<file path="config.mk">
export PLATFORM = sky130hd
export DESIGN_NAME = eth_framer_mk2
export DESIGN_NICKNAME = d
export VERILOG_FILES = /design/src/rtl/eth_pkg.sv /design/src/rtl/eth_crc32_byte.sv /design/src/rtl/eth_framer_mk2.sv
export SDC_FILE = /design/constraint.sdc
export NUM_CORES = 1
export LEC_CHECK = 0
export CORE_MARGIN = 2
export CORE_UTILIZATION = 50
export DETAILED_ROUTE_END_ITERATION = 12
export GPL_TIMING_DRIVEN = 0
export PLACE_DENSITY = 0.79
export SETUP_SLACK_MARGIN = 0.1
export SYNTH_ARGS = -nofsm -noshare
export SYNTH_HDL_FRONTEND = slang
export SYNTH_SLANG_ARGS = --single-unit
</file>
<file path="constraint.sdc">
create_clock -name clk -period 4.2 [get_ports clk]
set_clock_uncertainty 0.2 [all_clocks]
set_input_delay 0.42 -clock clk [delete_from_list [all_inputs] [get_ports clk]]
set_output_delay 0.42 -clock clk [all_outputs]
set_load 0.005 [all_outputs]
</file>
<file path="src/rtl/eth_pkg.sv">
// Shared constants, state encoding and helpers for the Ethernet TX framer
// and the CRC-32 octet engine.
package eth_pkg;

    localparam logic [7:0]  ETH_PREAMBLE_OCTET = 8'h55;
    localparam logic [7:0]  ETH_SFD            = 8'hD5;
    localparam logic [15:0] ETH_TPID_VLAN      = 16'h8100;
    localparam logic [31:0] CRC32_POLY_REFL    = 32'hEDB88320;
    localparam logic [31:0] CRC32_INIT         = 32'hFFFFFFFF;
    localparam logic [31:0] CRC32_RESIDUE      = 32'hDEBB20E3;

    typedef enum logic [3:0] {
        S_IDLE,
        S_PREAMBLE,
        S_SFD,
        S_DST,
        S_SRC,
        S_VLAN,
        S_ETYPE,
        S_PAYLOAD,
        S_PAD,
        S_FCS,
        S_IFG
    } eth_tx_state_t;

    // Octet idx of a MAC address, idx 0 being the first octet on the wire.
    function automatic logic [7:0] mac_octet(input logic [47:0] mac, input logic [2:0] idx);
        logic [7:0] r;
        case (idx)
            3'd0:    r = mac[47:40];
            3'd1:    r = mac[39:32];
            3'd2:    r = mac[31:24];
            3'd3:    r = mac[23:16];
            3'd4:    r = mac[15:8];
            default: r = mac[7:0];
        endcase
        return r;
    endfunction

endpackage

</file>
<file path="src/rtl/eth_crc32_byte.sv">
// Combinational CRC-32 (reflected 0xEDB88320) advance by one octet, LSB first.
// Shared between the TX framer and the RX FCS checker.
module eth_crc32_byte
    import eth_pkg::*;
(
    input  logic [31:0] crc_in,
    input  logic [7:0]  data,
    output logic [31:0] crc_out
);

    logic [31:0] c;

    always_comb begin
        c = crc_in ^ {24'h000000, data};
        for (int i = 0; i < 8; i++) begin
            c = c[0] ? ((c >> 1) ^ CRC32_POLY_REFL) : (c >> 1);
        end
        crc_out = c;
    end

endmodule

</file>
<file path="src/rtl/eth_framer_mk2.sv">
// Byte-wide AXI-Stream Ethernet TX framer: preamble, SFD, MACs, optional 802.1Q
// tag, ethertype, payload, zero pad, optional FCS, then an enforced gap.
module eth_framer_mk2
    import eth_pkg::*;
#(
    parameter int PREAMBLE_OCTETS    = 7,
    parameter int MIN_PAYLOAD_OCTETS = 46,
    parameter int PAD_EN             = 1,
    parameter int FCS_EN             = 1,
    parameter int IFG_CYCLES         = 12
) (
    input  logic          clk,
    input  logic          aresetn,
    input  logic [47:0]   src_mac,
    input  logic [47:0]   dst_mac,
    input  logic [15:0]   ethertype,
    input  logic          vlan_en,
    input  logic [15:0]   vlan_tci,
    output logic          payload_axis_tready,
    input  logic          payload_axis_tvalid,
    input  logic          payload_axis_tlast,
    input  logic [7:0]    payload_axis_tdata,
    input  logic          out_axis_tready,
    output logic          out_axis_tvalid,
    output logic          out_axis_tlast,
    output logic [7:0]    out_axis_tdata,
    output logic          frame_done,
    output eth_tx_state_t tx_state
);

    // Handshakes are AXI-Stream: a beat transfers on a clock edge where
    // tvalid && tready; a raised tvalid holds, with tdata stable, until then.

    localparam logic [7:0]  PRE_LAST  = 8'(PREAMBLE_OCTETS - 1);
    localparam logic [10:0] MIN_PLAIN = 11'(MIN_PAYLOAD_OCTETS);
    localparam logic [10:0] MIN_VLAN  = 11'(MIN_PAYLOAD_OCTETS - 4);
    localparam bit          PAD_ON    = (PAD_EN != 0);
    localparam bit          FCS_ON    = (FCS_EN != 0);
    // The IDLE cycle that samples payload_tvalid is the last clock of the gap,
    // so the IFG state itself lasts IFG_CYCLES-1 clocks.
    localparam logic [7:0]  IFG_LAST    = 8'((IFG_CYCLES > 1) ? IFG_CYCLES - 2 : 0);
    localparam eth_tx_state_t AFTER_FRAME = (IFG_CYCLES > 1) ? S_IFG : S_IDLE;

    eth_tx_state_t state, state_nxt;
    logic [7:0]    idx, idx_nxt;
    logic [10:0]   pay_cnt, pay_cnt_nxt;
    logic [31:0]   crc, crc_nxt;
    logic [7:0]    ifg_cnt, ifg_cnt_nxt;
    logic          load_hdr;

    logic [47:0]   dst_q;
    logic [47:0]   src_q;
    logic [15:0]   etype_q;
    logic          vlan_q;
    logic [15:0]   tci_q;

    logic [10:0]   pay_cnt_inc;
    logic [10:0]   min_len;
    logic          short_after;
    logic          pad_last;
    logic          beat;
    logic [31:0]   crc_calc;

    assign tx_state    = state;
    assign pay_cnt_inc = (pay_cnt == 11'h7FF) ? pay_cnt : pay_cnt + 11'd1;
    assign min_len     = vlan_q ? MIN_VLAN : MIN_PLAIN;
    assign short_after = PAD_ON && (pay_cnt_inc < min_len);
    assign pad_last    = (pay_cnt_inc >= min_len);
    assign beat        = out_axis_tvalid && out_axis_tready;
    assign frame_done  = beat && out_axis_tlast;

    eth_crc32_byte u_crc (
        .crc_in  (crc),
        .data    (out_axis_tdata),
        .crc_out (crc_calc)
    );

    always_ff @(posedge clk or negedge aresetn) begin
        if (!aresetn) begin
            state   <= S_IDLE;
            idx     <= 8'd0;
            pay_cnt <= 11'd0;
            crc     <= CRC32_INIT;
            ifg_cnt <= 8'd0;
            dst_q   <= 48'd0;
            src_q   <= 48'd0;
            etype_q <= 16'd0;
            vlan_q  <= 1'b0;
            tci_q   <= 16'd0;
        end else begin
            state   <= state_nxt;
            idx     <= idx_nxt;
            pay_cnt <= pay_cnt_nxt;
            crc     <= crc_nxt;
            ifg_cnt <= ifg_cnt_nxt;
            if (load_hdr) begin
                dst_q   <= dst_mac;
                src_q   <= src_mac;
                etype_q <= ethertype;
                vlan_q  <= vlan_en;
                tci_q   <= vlan_tci;
            end
        end
    end

    // Output octet selection; depends only on registered state, so it holds
    // steady across stalls (payload passthrough relies on upstream holding).
    always_comb begin
        out_axis_tvalid     = 1'b0;
        out_axis_tlast      = 1'b0;
        out_axis_tdata      = 8'h00;
        payload_axis_tready = 1'b0;
        case (state)
            S_PREAMBLE: begin
                out_axis_tvalid = 1'b1;
                out_axis_tdata  = ETH_PREAMBLE_OCTET;
            end
            S_SFD: begin
                out_axis_tvalid = 1'b1;
                out_axis_tdata  = ETH_SFD;
            end
            S_DST: begin
                out_axis_tvalid = 1'b1;
                out_axis_tdata  = mac_octet(dst_q, idx[2:0]);
            end
            S_SRC: begin
                out_axis_tvalid = 1'b1;
                out_axis_tdata  = mac_octet(src_q, idx[2:0]);
            end
            S_VLAN: begin
                out_axis_tvalid = 1'b1;
                case (idx[1:0])
                    2'd0:    out_axis_tdata = ETH_TPID_VLAN[15:8];
                    2'd1:    out_axis_tdata = ETH_TPID_VLAN[7:0];
                    2'd2:    out_axis_tdata = tci_q[15:8];
                    default: out_axis_tdata = tci_q[7:0];
                endcase
            end
            S_ETYPE: begin
                out_axis_tvalid = 1'b1;
                out_axis_tdata  = idx[0] ? etype_q[7:0] : etype_q[15:8];
            end
            S_PAYLOAD: begin
                out_axis_tvalid     = payload_axis_tvalid;
                out_axis_tdata      = payload_axis_tdata;
                payload_axis_tready = out_axis_tready;
                out_axis_tlast      = !FCS_ON && payload_axis_tlast && !short_after;
            end
            S_PAD: begin
                out_axis_tvalid = 1'b1;
                out_axis_tlast  = !FCS_ON && pad_last;
            end
            S_FCS: begin
                out_axis_tvalid = 1'b1;
                case (idx[1:0])
                    2'd0:    out_axis_tdata = ~crc[7:0];
                    2'd1:    out_axis_tdata = ~crc[15:8];
                    2'd2:    out_axis_tdata = ~crc[23:16];
                    default: out_axis_tdata = ~crc[31:24];
                endcase
                out_axis_tlast = (idx[1:0] == 2'd3);
            end
            default: begin
            end
        endcase
    end

    always_comb begin
        state_nxt   = state;
        idx_nxt     = idx;
        pay_cnt_nxt = pay_cnt;
        crc_nxt     = crc;
        ifg_cnt_nxt = ifg_cnt;
        load_hdr    = 1'b0;
        case (state)
            S_IDLE: begin
                if (payload_axis_tvalid) begin
                    load_hdr    = 1'b1;
                    state_nxt   = S_PREAMBLE;
                    idx_nxt     = 8'd0;
                    pay_cnt_nxt = 11'd0;
                    crc_nxt     = CRC32_INIT;
                    ifg_cnt_nxt = 8'd0;
                end
            end
            S_PREAMBLE: begin
                if (beat) begin
                    if (idx == PRE_LAST) begin
                        state_nxt = S_SFD;
                        idx_nxt   = 8'd0;
                    end else begin
                        idx_nxt = idx + 8'd1;
                    end
                end
            end
            S_SFD: begin
                if (beat) begin
                    state_nxt = S_DST;
                    idx_nxt   = 8'd0;
                end
            end
            S_DST: begin
                if (beat) begin
                    crc_nxt = crc_calc;
                    if (idx == 8'd5) begin
                        state_nxt = S_SRC;
                        idx_nxt   = 8'd0;
                    end else begin
                        idx_nxt = idx + 8'd1;
                    end
                end
            end
            S_SRC: begin
                if (beat) begin
                    crc_nxt = crc_calc;
                    if (idx == 8'd5) begin
                        state_nxt = vlan_q ? S_VLAN : S_ETYPE;
                        idx_nxt   = 8'd0;
                    end else begin
                        idx_nxt = idx + 8'd1;
                    end
                end
            end
            S_VLAN: begin
                if (beat) begin
                    crc_nxt = crc_calc;
                    if (idx == 8'd3) begin
                        state_nxt = S_ETYPE;
                        idx_nxt   = 8'd0;
                    end else begin
                        idx_nxt = idx + 8'd1;
                    end
                end
            end
            S_ETYPE: begin
                if (beat) begin
                    crc_nxt = crc_calc;
                    if (idx == 8'd1) begin
                        state_nxt = S_PAYLOAD;
                        idx_nxt   = 8'd0;
                    end else begin
                        idx_nxt = idx + 8'd1;
                    end
                end
            end
            S_PAYLOAD: begin
                if (beat) begin
                    crc_nxt     = crc_calc;
                    pay_cnt_nxt = pay_cnt_inc;
                    if (payload_axis_tlast) begin
                        idx_nxt = 8'd0;
                        if (short_after) begin
                            state_nxt = S_PAD;
                        end else if (FCS_ON) begin
                            state_nxt = S_FCS;
                        end else begin
                            state_nxt = AFTER_FRAME;
                        end
                    end
                end
            end
            S_PAD: begin
                if (beat) begin
                    crc_nxt     = crc_calc;
                    pay_cnt_nxt = pay_cnt_inc;
                    if (pad_last) begin
                        idx_nxt   = 8'd0;
                        state_nxt = FCS_ON ? S_FCS : AFTER_FRAME;
                    end
                end
            end
            S_FCS: begin
                if (beat) begin
                    if (idx == 8'd3) begin
                        state_nxt = AFTER_FRAME;
                        idx_nxt   = 8'd0;
                    end else begin
                        idx_nxt = idx + 8'd1;
                    end
                end
            end
            S_IFG: begin
                if (ifg_cnt == IFG_LAST) begin
                    state_nxt   = S_IDLE;
                    ifg_cnt_nxt = 8'd0;
                end else begin
                    ifg_cnt_nxt = ifg_cnt + 8'd1;
                end
            end
            default: begin
                state_nxt = S_IDLE;
            end
        endcase
    end

endmodule

</file>
==> results_dict.tcl, run 1 <==
set metrics [dict create \
    status "finished clean" \
    p_int_w 0.00824 \
    top_usage_layer "met2" \
    drv_slew 0 \
    grt_use_met2_pct 52.5 \
    switching_power_w 0.00590 \
    area.growth.synth_to_final_pct 30.8 \
    ant_nets 0 \
    cp_common_cell "xnor3_1" \
    max_stage_delay_ns 0.59 \
    core-area_um2 20300 \
    cts_buffers 17 \
    ios 158 \
    dieArea_um2 22000 \
    synth_top_area_share_pct 38.5 \
    drt-vias-per-instance 5.88 \
    drcViolationCount 0 \
    grt_max_degree 118 \
    drv_cap 0 \
    clk_path_buf_depth 2 \
    yosysTopAreaCell "dfrtp_1" \
    syn-num-nets 1351 \
    grt_pass1_vias 9761 \
    relSlewSlack_pct 26.1 \
    netlist_instances 1199 \
    crit_path_end_kind "register" \
    synth_top_family_by_area "simple AND/OR/NAND/NOR gates" \
    use_met3_pct 6.41 \
    power_leakage_nw 6.20 \
    synth-compound-area-share_pct 14.0 \
    htreeDepth 4 \
    vias 9948 \
    insertion_delay_ns 0.45 \
    root_buffer "clkbuf_16" \
    async_flop_share_pct 100 \
    fin_total_pwr_w 0.0141 \
    cts.sink_count 192 \
    cp_slowest_cell "or4_4" \
    cts_tree "done" \
    worstPathMaxFanout 10 \
    syn_area_um2 10400 \
    fp.dieH_um 148 \
    fmax_ghz 0.242 \
    ir_worst_vdd_mv 0.800 \
    gr-usage-all-layers_pct 31.8 \
    drtIter0Drc 1008 \
    switching_share_pct 41.7 \
    worstPathRequired_ns 4.37 \
    firstDrtPassIters 8 \
    grt_overflow 0 \
    antenna_found_initial 0 \
    gp_congestion 0.981 \
    synth_area_leaders "dfrtp_1 (39%), nand2_1 (16%), dfstp_2 (8.1%), xnor2_1 (3.3%), xnor3_1 (2.4%)" \
    drt-wirelength-per-cell_um 20.4 \
    critical_path_arrival_ns 4.30 \
    hold_violations 0 \
    place_inst 1625 \
    yosys.area_share.xor_xnor_pct 8.44 \
    yosys_warnings 0 \
    port_buffers 155 \
    combPwrFrac_pct 64.6 \
    synth-edff-count 0 \
    ys_types 75 \
    yosysSeqAreaShare_pct 46.6 \
    grtUsageMet1_pct 41.3 \
    final.min_clock_period_ns 4.13 \
    clk_pin_slew_ns 0.08 \
    start_util_pct 51.2 \
    p_clk_share_pct 12.1 \
    nets 1560 \
    die_w_um 148 \
    power_density_nw_per_um2 1040 \
    worst_pin_slew_ns 1.10 \
    startpoint_type "register" \
    dominantRegCellSynth "dfrtp_1" \
    grt_pass1_wl_mm 53.5 \
    worstSetupPathType "register to register" \
    rsz0062_at_grt "yes" \
    hpwlAfterDp_mm 24.3 \
    setup_viol 0 \
    p_seq_share_pct 23.3 \
    fin_crit_sh_pct 98.3 \
    yosys.area_share.simple_pct 25.3 \
    cpLargestDelayFamily "XOR/XNOR gates" \
    synth_mux_area_share_pct 1.02 \
    rows 52 \
    syn_area_per_cell_um2 8.67 \
    crit_chain "ha_2 > ha_4 > buf_4 > a222oi_1 > a31oi_1 > or4_4 > xor2_4 > xor3_1 > xnor3_1 > xnor3_1 > a21oi_1" \
    crit_buf_inv 1 \
    ys_seq_elements 192 \
    synth_adder_area_share_pct 1.20 \
    drive_gt1_share_pct 12.7 \
    hold_path.class "register to register" \
    diodes 0 \
    drt-total-wl_mm 34.5 \
    stdcell_count 1691 \
    r2r_setup_slack_ns 0.07 \
]
-- metrics by stage --
stage / worst slack [ns] / TNS [ns] / instance area (µm²) / hold slack [ns] / utilization [%]
5_1_grt: 0.0303 / 0 / 13600 / 0.293 / 67.0
4_1_cts: 0.101 / 0 / 13400 / 0.277 / 65.9
2_1_floorplan: 0.210 / 0 / 10400 / -0.0756 / -
3_5_place_dp: -1.03 / -17.89 / 12300 / 0.233 / 60.7
3_3_place_gp: -5.42 / -973.80 / 12300 / 0.254 / 60.5
6_report: 0.0727 / 0 / 13600 / 0.278 / 67.0
-- worst min-delay path: cells and delay by family, from the launching register on --
| kind | cells | cell delay (ns) |
|---|---|---|
| AND/OR/NAND/NOR | 2 | 0.10 |
| flip-flops | 1 | 0.35 |
-- layout by cell type, fill, tap and decap left out, types with 10 or more instances in the layout --
cell / synthesis / routed
nand2_1: 439 / 439
dfrtp_1: 160 / 158
clkdlybuf4s50_1: 0 / 153
nor2_1: 51 / 50
a21oi_1: 48 / 47
clkbuf_1: 49 / 42
o21ai_0: 42 / 42
xnor2_1: 39 / 37
buf_4: 2 / 36
dfstp_2: 32 / 32
nand3_1: 31 / 30
nor2b_1: 23 / 22
clkbuf_16: 0 / 18
nor3_1: 15 / 15
a222oi_1: 14 / 14
inv_1: 13 / 12
a22o_1: 12 / 12
and3_1: 12 / 12
a22oi_1: 10 / 10
-- routing by layer --
| metal | vias up | routed length [µm] |
|---|---|---|
| met5 | - | 0 |
| met4 | 0 | 1470 |
| met3 | 98 | 2790 |
| met2 | 547 | 16800 |
| met1 | 4823 | 13400 |
| li1 | 4480 | - |
-- layout make-up --
class,count,area (µm²)
flip-flops and latches,192,4850
clock buffers,17,425
repair buffers,192,1910
well taps,270,338
inverters,15,61.3
plain buffers,71,355
fillers,1636,6700
multi-input cells,919,5470
clock inverters,15,193
-- state kept, by name, summed over array words and instances, names as in the netlist --
name      flops
idx           8
dst_q        48
etype_q      16
crc          32
tx_state      4
tci_q        16
pay_cnt      11
vlan_q        1
ifg_cnt       8
src_q        48
-- power by group through the flow --
| stage | combinational (W) | clock, W | sequential [W] |
|---|---|---|---|
| CTS | 0.00851 | 0.00172 | 0.00326 |
| finish | 0.00913 | 0.00171 | 0.00329 |
| global route | 0.00970 | 0.00179 | 0.00336 |
| floorplan | 0.00576 | 0 | 0.00305 |
| detailed placement | 0.00747 | 0 | 0.00328 |
| global placement | 0.00734 | 0 | 0.00325 |
-- synth_stat cells, drive strengths merged, types with 5 or more instances --
| cell | n |
|---|---|
| and2 | 7 |
| o31ai | 5 |
| dfstp | 32 |
| a222oi | 14 |
| nand2 | 439 |
| a22oi | 10 |
| a31oi | 12 |
| nand2b | 5 |
| o21ai | 44 |
| and3 | 12 |
| o211ai | 9 |
| buf | 24 |
| xnor3 | 12 |
| dfrtp | 160 |
| o22a | 9 |
| nand3b | 9 |
| nor2b | 23 |
| clkbuf | 49 |
| a21o | 5 |
| nor2 | 51 |
| nor3 | 15 |
| a22o | 12 |
| nand4 | 6 |
| a21oi | 48 |
| xnor2 | 44 |
| mux2i | 5 |
| inv | 13 |
| nand3 | 31 |
| mux2 | 5 |
| ha | 10 |
| xor2 | 13 |
-- kinds of logic after synthesis --
logic type      count (synthesis)
fa+ha+maj                      10
compound gates                212
simple gates                  617
flops                         192
buf+inv                        88
xor+xnor                       70
mux                            10
-- path summary, 6_finish.rpt --
path / from / endpoint / cells past startpoint
setup / recovery: idx[0] / crc[23] / 11
setup reg to reg: idx[0] / crc[23] / 11
min in group asynchronous: aresetn / dst_q[28] / 2
hold / removal: etype_q[13] / etype_q[13] / 2
max in group asynchronous: aresetn / idx[1] / 3
hold reg to reg: etype_q[13] / etype_q[13] / 2
-- what timing repair did --
action | CTS | global route
buffers inserted | 25 | 9
resized for setup | 50 | 29
gates cloned | 0 | 1
hold endpoints to repair | 43 | 0
pin swaps | 24 | 16
hold buffers | 1 | 0
endpoints found under the setup margin | 40 | 28
Power figures use the tool's default switching activity.
==> inputs of run 2 (changes only) <==
--- a/config.mk
+++ b/config.mk
@@ -6,10 +6,10 @@
 export NUM_CORES = 1
 export LEC_CHECK = 0
 export CORE_MARGIN = 2
-export CORE_UTILIZATION = 50
+export CORE_UTILIZATION = 55
 export DETAILED_ROUTE_END_ITERATION = 12
 export GPL_TIMING_DRIVEN = 0
-export PLACE_DENSITY = 0.79
+export PLACE_DENSITY = 0.82
 export SETUP_SLACK_MARGIN = 0.1
 export SYNTH_ARGS = -nofsm -noshare
 export SYNTH_HDL_FRONTEND = slang
==> constraint.sdc (replaced) <==
create_clock -name clk -period 4 [get_ports clk]
set_clock_uncertainty 0.2 [all_clocks]
set_input_delay 0.4 -clock clk [delete_from_list [all_inputs] [get_ports clk]]
set_output_delay 0.4 -clock clk [all_outputs]
set_load 0.005 [all_outputs]
==> results_dict.tcl, run 2 (same netlist as run 1, synthesis figures left out) <==
set metrics [dict create \
    status "complete, but fails checks" \
    failed_checks "negative setup slack" \
    crit_chain "buf_8 > inv_4 > ha_4 > and2_4 > buf_8 > buf_6 > a222oi_1 > a31oi_2 > or4_4 > xor2_4 > buf_6 > xnor2_4 > xnor3_1 > xor2_1 > o22a_1" \
    htreeDepth 4 \
    cts_buffers 17 \
    worstPathRequired_ns 4.16 \
    grt_overflow 0 \
    relSlewSlack_pct 9.43 \
    grt_max_degree 118 \
    crit_path_end_kind "register" \
    gr-usage-all-layers_pct 33.8 \
    drive_gt1_share_pct 16.2 \
    port_buffers 155 \
    stdcell_count 1688 \
    layout_common_cells "nand2_1 (439), dfrtp_1 (158), clkdlybuf4s50_1 (149)" \
    antenna_found_initial 1 \
    grt_pass1_vias 9613 \
    hpwlAfterDp_mm 23.4 \
    ios 158 \
    final_common_cell "nand2_1" \
    rsz0062_at_grt "yes" \
    fp.dieH_um 141 \
    place_inst 1589 \
    vias 10100 \
    clk_path_buf_depth 2 \
    power_density_nw_per_um2 1210 \
    nets 1592 \
    drtIter0Drc 1280 \
    area.growth.synth_to_final_pct 34.7 \
    clk_pin_slew_ns 0.07 \
    drt-total-wl_mm 35.0 \
    largestRegisters "dst_q (48), src_q (48), crc (32)" \
    hold_path.class "primary input to register" \
    ir_worst_vdd_mv 1.02 \
    r2r_setup_slack_ns -0.16 \
    final.min_clock_period_ns 4.16 \
    insertion_delay_ns 0.44 \
    core-area_um2 18600 \
    start_util_pct 55.7 \
    rows 50 \
    pre_cts_ws_ns -1.14 \
    drt-wirelength-per-cell_um 20.7 \
    fin_crit_sh_pct 104 \
    critical_path_arrival_ns 4.32 \
    drv_cap 0 \
    setup_viol 12 \
    setup_slack_ns -0.159 \
    drcViolationCount 0 \
    root_buffer "clkbuf_16" \
    drv_slew 0 \
    grt_pass1_wl_mm 51.7 \
    dieArea_um2 20000 \
    die_w_um 141 \
    startpoint "idx[0]" \
    cp_slowest_cell "or4_4" \
    worstSetupPathType "register to register" \
    holdCritStartpoint "dst_mac[8]" \
    ant_nets 0 \
    max_stage_delay_ns 0.64 \
    worst_pin_slew_ns 1.34 \
    hold_violations 0 \
    power_leakage_nw 6.42 \
    startpoint_type "register" \
    cts_tree "done" \
    fin_total_pwr_w 0.0169 \
    firstDrtPassIters 9 \
    setup_tns_ns -0.878 \
    worstPathMaxFanout 7 \
    gp_congestion 0.944 \
    drt-vias-per-instance 6.00 \
    r2r-start "idx[0]" \
    cts.sink_count 192 \
    fmax_ghz 0.240 \
    hold_slack_ns 0.277 \
]
## run 2: changes by cell type in the layout (fill, tap and decap cells not counted), moves of 8 or more
cell / delta
xnor2_1: -8
a21oi_2: +9
a21oi_1: -9
buf_6: +13
buf_4: +21
## run 2: worst max-delay path, delay by kind of cell, from the launching register on
family                   cells  cell delay (ns)
AO/OA/AOI/OAI                3             0.92
XOR/XNOR                     4             0.97
adder cells (fa/ha/maj)      1             0.17
buffers and inverters        5             0.56
flip-flops                   1             0.45
AND/OR/NAND/NOR              2             0.81
## run 2: layout make-up
class / instances / area (µm²)
flip-flops and latches: 192 / 4850
plain buffers: 71 / 368
repair buffers: 224 / 2160
well taps: 234 / 293
clock buffers: 20 / 437
inverters: 15 / 63.8
fillers: 1292 / 4640
multi-input cells: 919 / 5700
clock inverters: 12 / 123
diodes: 1 / 2.50
## run 2: path summary, 6_finish.rpt
path / end / cells after the start
setup / recovery: crc[21] / 15
hold reg to reg: etype_q[1] / 2
hold / removal: dst_q[8] / 3
max in group asynchronous: src_q[31] / 3
min in group asynchronous: dst_q[35] / 2
setup reg to reg: crc[21] / 15
## run 2: power breakdown
group          switching, W  leakage [nW]  internal, W  total, W
logic               0.00562          3.78      0.00616    0.0118
registers          0.000604          2.37      0.00283   0.00343
clock network      0.000795         0.274     0.000876   0.00167
## run 2: what timing repair did
item                       CTS  global route
cloned                       0             1
hold buffers                 1             0
pin swaps                   36            46
setup buffers               32            34
gates resized for setup     77            57
setup endpoints to repair   41            28
hold endpoints to repair    84             0
## run 2: routing by layer
layer / wire, µm / global-route usage (%) / up-vias
li1: - / - / 4568
met1: 13400 / 43.9 / 4717
met2: 16000 / 53.0 / 715
met3: 3950 / 9.21 / 127
met4: 1650 / 15.9 / 0
met5: 0 / 1.75 / -
## run 2: stage by stage
| step | utilization, % | area (µm²) |
|---|---|---|
| 3_3_place_gp | 65.8 | 12300 |
| 4_1_cts | 72.2 | 13500 |
| 6_report | 75.1 | 14000 |
| 5_1_grt | 75.1 | 14000 |
| 3_5_place_dp | 66.0 | 12300 |
| 2_1_floorplan | - | 10400 |
